### src/rtl/popcount_seq_ctrl.sv
// Byte-serial population count sequencer driving one external 8-bit count_ones unit.
// Optional feature: define PARITY_EN to add the out_parity output.
module popcount_seq_ctrl #(
    parameter int NBYTES = 4,
    localparam int SUM_W = $clog2(8 * NBYTES + 1)
) (
    input  logic                  clk,
    input  logic                  rst,
    input  logic                  in_valid,
    output logic                  in_ready,
    input  logic [8*NBYTES-1:0]   in_data,
    output logic [7:0]            cu_byte,
    input  logic [3:0]            cu_ones,
    output logic                  out_valid,
    input  logic                  out_ready,
    output logic [SUM_W-1:0]      out_count,
    output logic                  busy
`ifdef PARITY_EN
    ,
    output logic                  out_parity
`endif
);

    localparam int IDX_W = $clog2(NBYTES) + 1;

    typedef enum logic [1:0] {
        IDLE = 2'd0,
        RUN  = 2'd1,
        DONE = 2'd2
    } state_t;

    state_t                state;
    state_t                next_state;
    logic [8*NBYTES-1:0]   shreg;
    logic [SUM_W-1:0]      acc;
    logic [SUM_W-1:0]      acc_next;
    logic [IDX_W-1:0]      idx;
    logic                  last_byte;

    assign acc_next  = acc + SUM_W'(cu_ones);
    assign last_byte = (idx == IDX_W'(NBYTES - 1));

    always_ff @(posedge clk or posedge rst) begin
        if (rst) begin
            state <= IDLE;
        end else begin
            state <= next_state;
        end
    end

    // in_ready comes from state alone, so DONE->IDLE never overlaps an accept.
    always_comb begin
        next_state = state;
        in_ready   = 1'b0;
        out_valid  = 1'b0;
        busy       = 1'b1;
        cu_byte    = 8'h00;
        case (state)
            IDLE: begin
                in_ready = 1'b1;
                busy     = 1'b0;
                if (in_valid) begin
                    next_state = RUN;
                end
            end
            RUN: begin
                cu_byte = shreg[7:0];
                if (last_byte) begin
                    next_state = DONE;
                end
            end
            DONE: begin
                out_valid = 1'b1;
                if (out_ready) begin
                    next_state = IDLE;
                end
            end
            default: begin
                next_state = IDLE;
            end
        endcase
    end

    // out_count is only written on the final RUN edge, so it stays put through DONE and IDLE.
    always_ff @(posedge clk or posedge rst) begin
        if (rst) begin
            shreg     <= '0;
            acc       <= '0;
            idx       <= '0;
            out_count <= '0;
        end else begin
            case (state)
                IDLE: begin
                    if (in_valid) begin
                        shreg <= in_data;
                        acc   <= '0;
                        idx   <= '0;
                    end
                end
                RUN: begin
                    acc   <= acc_next;
                    shreg <= shreg >> 8;
                    idx   <= idx + IDX_W'(1);
                    if (last_byte) begin
                        out_count <= acc_next;
                    end
                end
                default: begin
                end
            endcase
        end
    end

`ifdef PARITY_EN
    assign out_parity = out_count[0];
`endif

endmodule

### config.mk
export PLATFORM = sky130hd
export DESIGN_NAME = popcount_seq_ctrl
export DESIGN_NICKNAME = d
export VERILOG_FILES = /design/src/rtl/popcount_seq_ctrl.sv
export SDC_FILE = /design/constraint.sdc
export NUM_CORES = 1
export LEC_CHECK = 0
export CAP_MARGIN = 20
export CORE_ASPECT_RATIO = 0.5
export CORE_UTILIZATION = 45
export CTS_CLUSTER_DIAMETER = 100
export DETAILED_ROUTE_END_ITERATION = 12
export DONT_BUFFER_PORTS = 1
export GPL_TIMING_DRIVEN = 1
export SYNTH_ARGS = -nofsm -noshare
export SYNTH_HDL_FRONTEND = slang
export SYNTH_SLANG_ARGS = --single-unit
### constraint.sdc
create_clock -name clk -period 2 [get_ports clk]
set_clock_uncertainty 0.1 [all_clocks]
set_input_delay 0.3 -clock clk [delete_from_list [all_inputs] [get_ports clk]]
set_output_delay 0.3 -clock clk [all_outputs]
set_load 0.05 [all_outputs]
# [Word-level counts from Yosys, hierarchy flattened]
# Cells that the tools add are included.
[classes] add_sub_neg=2 n_eq_ne=6 mux=14 reduce_logical=5
[op_table] op="32-bit one-hot mux with 2 select lines" count=1
[op_table] op="32-bit two-way mux" count=1
[op_table] op="6-bit one-hot mux with 2 select lines" count=1
[op_table] op="8-bit two-way mux" count=1
[op_table] op="6-bit by 4-bit adder with 6-bit output" count=1
[op_table] op="2-bit two-way mux" count=3
[op_table] op="6-bit two-way mux" count=1
[op_table] op="2-bit inequality test, second input constant" count=3
[op_table] op="2-bit one-hot mux with 3 select lines" count=1
[op_table] op="3-bit one-hot mux with 2 select lines" count=1
[op_table] op="2-bit AND reduction" count=2
[op_table] op="3-bit by 1-bit adder with 3-bit output, second input constant" count=1
[op_table] op="3-bit by 2-bit == test with 1-bit output, second input constant" count=1
[op_table] op="1-bit two-way mux" count=3
[op_table] op="3-bit two-way mux" count=1
[op_table] op="3-bit AND reduction" count=1
[op_table] op="2-bit by 1-bit == test with 1-bit output, second input constant" count=1
[op_table] op="2-bit == test, second input constant" count=1
[op_table] op="2-bit logical NOT" count=1
[op_table] op="2-bit nonzero test" count=1
[totals] register_bits=49 out_inout_bits=17

# [Depth between registers and ports, before layout]
[depth] ltp_word=3 ltp_mapped=6

# [Worst setup path before layout]
# No wires, ideal clock.
[synth_timing] path_type="register to register" start="register state[1]" end="register shreg[24]" arrival_ns=1.550 t_required_ns=1.779 slack_ns=0.230 path_stages_with_launch=6 path_buffers=1 cell_sequence="dfrtp_1 or2_1 inv_2 and2_1 buf_2 a22o_1"
[synth_between] elab_chain_len=3 elab_cells_between_ends=6 classes_between="eq/ne: 2; mux: 1; reduce/logical: 3"
[synth_lines] element="from (decl)" line_no="32" rtl="state_t state;"
[synth_lines] element="from (signal assigned)" line_no="47" rtl="state <= next_state;"
[synth_lines] element="2-bit by 1-bit == test with 1-bit output / 2-bit logical NOT (equally long branches)" line_no="92" rtl="case (state)"
[synth_lines] element="2-bit nonzero test (no source line) / 2-bit inequality test (equally long branches)"
[synth_lines] element="2-bit AND reduction (no source line)"
[synth_lines] element="to (signal assigned)" line_no="95" rtl="shreg <= in_data;"
[synth_lines] element="to (signal assigned)" line_no="102" rtl="shreg <= shreg >> 8;"
[synth_lines] element="to (decl)" line_no="34" rtl="logic [8*NBYTES-1:0] shreg;"
# Parallel ways exist; a longest one is shown, timed or not.
# A chain may end at the register's enable or synchronous reset.

# [Final worst setup path]
[layout_timing] start="register state[1]" end="output in_ready"
[layout_between] elab_chain_len=2
[layout_lines] element="2-bit logical NOT" line_no="58" rtl="case (state)"
[layout_lines] element="1-bit two-way mux" line_no="58"
[layout_lines] element="to (decl)" line_no="10" rtl="output logic in_ready,"
# Every way passes these cells.

==> impl_metrics.toml <==
[grt]
grt.total_usage_pct = 20.0
grt.overflow.total = 0
grt_max_degree = 39
antenna_found_initial = 0
grt_pass1_vias = 1635
grt_first_pass_wirelength_um = 8690

[timing]
fin_crit_ps = 1850
tns_ps = 0
finalCritPeriodShare_pct = 92.5
final_max_slew_viol_count = 0
setup_ws_ps = 150
setup_viol = 0
worstMarginPinSlew_ps = 526
slew_headroom_pct = 64.9
hold_viol = 0
rsz0062_at_grt = "false"
timing.fmax_mhz = 541

[final_layout]
final_cell_mix = "dfrtp_1 (48), a21oi_1 (27), o21ai_0 (25), nor2b_1 (24), a22oi_1 (23)"
fill_cells = 457
layout-drive-gt1-share_pct = 15.2
area_growth_pct = 14.8
nets = 302
antennaDiodeCount = 0
final_common_cell = "dfrtp_1"

[floorplan]
top_level_ports = 57
dieWidth_um = 107
rows = 18
initial_utilization_pct = 48.6
die_h_um = 54.5
dieArea_mm2 = 0.00584
core_mm2 = 0.00511

[hold_path]
holdPathStages = 1
hold_path.class = "primary input to flop"
hold_end = "state[1]$_DFFE_PP0P_"
hp-start = "out_ready"

[routing]
wl_met3_um = 313
first_pass_iters = 4
wl_per_cell_um = 16.3
drc_errors = 0
route.vias.total = 1815
drtIter0Drc = 123
wl_met2_um = 2350
top_layer_used = "met4"
avgViaCountPerCell = 5.57
drtAntennaViolNets = 0
wirelength_um = 5330
wl_met1_um = 2640

[synth]
synth_fp_nets = 292
ys_seq_elements = 49
synth_top_family_by_area = "compound AO/OA/AOI/OAI gates"
seq_area_frac_synth_pct = 49.4
synth-compound-area-share_pct = 26.3
muxShareOfSynthArea_pct = 1.46
synth-simple-area-share_pct = 12.2
synth.distinct_cells = 34
synth_warnings = 0
synth_cells = 245
synth.area.top_cells = "dfrtp_1 (49%), a22oi_1 (7.0%), nor2b_1 (6.6%), a21oi_1 (5.6%), o21ai_0 (5.0%)"
syn_area_mm2 = 0.00248
synth_xor_area_share_pct = 1.41
avgSynthCellArea_um2 = 10.1
synth_top_cell_area_share_pct = 49.4
synth_fa_ha_area_share_pct = 3.83
synth_largest_area_cell = "dfrtp_1"

[setup_path]
r2r_end = "out_count[4]$_DFFE_PP0P_"
crit_required_ps = 1600
crit_chain = "buf_4, or2_1, inv_2, buf_4"
cpPeakStageDelay_ps = 390
critPathLaunchType = "flop"
cp_max_fo = 31
worst_path_most_repeated_cell = "buf_4"
rrSetupSlack_ps = 170
cp_data_arrival_time_ps = 1450
r2r-start = "acc[0]$_DFFE_PP0P_"
worstSetupPathType = "flop to output pin"
crit_path_start = "state[1]$_DFFE_PP0P_"
reg2regPathDepth = 6
slowest_stage = "dfrtp_1"
crit_path_end_kind = "output pin"

[placement]
hpwl_um = 3640
dpl_worst_slack_ps = 129
port-buffer-count = 0
gp_congestion = 0.762

[flow_run]
drv_cap = 0

[clocking]
insertion_delay_ps = 290
clkSinkCount = 49
cts_tree = "built"
cts_root_buf = "clkbuf_8"
htreeDepth = 2
cts_buffers = 5
clk_pin_slew_ps = 80
cts_buffer_depth = 2

[pwr]
powerDensity_mw_per_mm2 = 1650
power.leakage_nw = 1.28
peakVddDrop_v = 0.000888

[outcome]
outcome = "finished clean"
## routing by layer
metal | GRT usage, % | vias up
met5 | 0 | -
met1 | 28.9 | 868
met3 | 5.95 | 2
met2 | 29.1 | 52
met4 | 5.48 | 0
li1 | - | 893
## what timing repair did
| action | 4_1_cts | 5_1_grt |
|---|---|---|
| hold buffers | 1 | 0 |
| resized for setup | 1 | 1 |
| gates cloned | 0 | 0 |
| setup buffers | 0 | 2 |
| endpoints found under the hold margin | 24 | 0 |
| endpoints found under the setup margin | 8 | 10 |
## cell type report
| cell class | count | area [um^2] | area share [%] |
|---|---|---|---|
| Sequential cell | 49 | 1230 | 43.1 |
| Multi-Input combinational cell | 170 | 1130 | 39.7 |
| Inverter | 7 | 26.3 | 0.922 |
| Clock buffer | 6 | 72.6 | 2.55 |
| Timing Repair Buffer | 22 | 293 | 10.3 |
| Clock inverter | 2 | 10.0 | 0.351 |
| Tap cell | 70 | 87.6 | 3.07 |
## cell families after synthesis
group	after synthesis
fa+ha+maj	7
mux	3
xor+xnor	4
simple gates	53
compound gates	103
buf+inv	26
flops	49
## cell usage after synthesis
library cell	n
dfrtp_1	49
a21oi_1	28
nor2b_1	26
o21ai_0	25
a22oi_1	23
nand2_1	12
o21ai_1	11
a22o_1	10
buf_2	10
and2_1	9
ha_1	6
inv_1	6
buf_4	4
clkbuf_1	4
xnor2_1	3
a211o_1	1
a21o_1	1
a22oi_4	1
and3b_1	1
buf_6	1
fa_1	1
inv_2	1
mux2_2	1
mux2_4	1
mux2i_1	1
nand2b_1	1
nand2b_2	1
nor2_1	1
o211a_1	1
o21bai_4	1
o22ai_1	1
or2_1	1
or3_1	1
xor2_1	1
## report_power, final
| group | total, W | leakage (nW) | switching, W | internal [W] |
|---|---|---|---|---|
| Sequential | 0.00187 | 0.635 | 0.000487 | 0.00138 |
| Clock | 0.000563 | 0.0450 | 0.000320 | 0.000243 |
| Combinational | 0.00227 | 0.597 | 0.00126 | 0.00101 |
## how the worst max path moves through the flow
stage	end	slack, ps	depth (start not counted)
2_1_floorplan	shreg[24]$_DFFE_PP0P_	230	5
3_3_place_gp	out_count[4]$_DFFE_PP0P_	190	6
3_5_place_dp	acc[4]$_DFFE_PP0P_	130	6
4_1_cts	cu_byte[6]	50	4
5_1_grt	in_ready	70	4
6_report	in_ready	150	4
## sequential cells by signal, summed over array words and instances (netlist names)
signal     cells
idx            3
out_count      6
shreg         32
state          2
acc            6
## critical path, delay by kind of cell, from the launching register on
kind,cells,cell delay (ps)
AND/OR/NAND/NOR,1,270
buffers and inverters,3,490
flip-flops,1,390
## per-stage QoR
step	utilization [%]	cells	cell area (um^2)	hold WS (ps)	power [W]
after floorplan	-	245	2480	308	0.00346
after global placement	53.5	315	2740	157	0.00408
after detailed placement	53.5	315	2740	157	0.00414
after CTS	55.4	324	2830	10.1	0.00471
after global routing	55.7	326	2850	7.99	0.00507
final	55.7	326	2850	10.2	0.00471
Power figures use the tool's default switching activity.
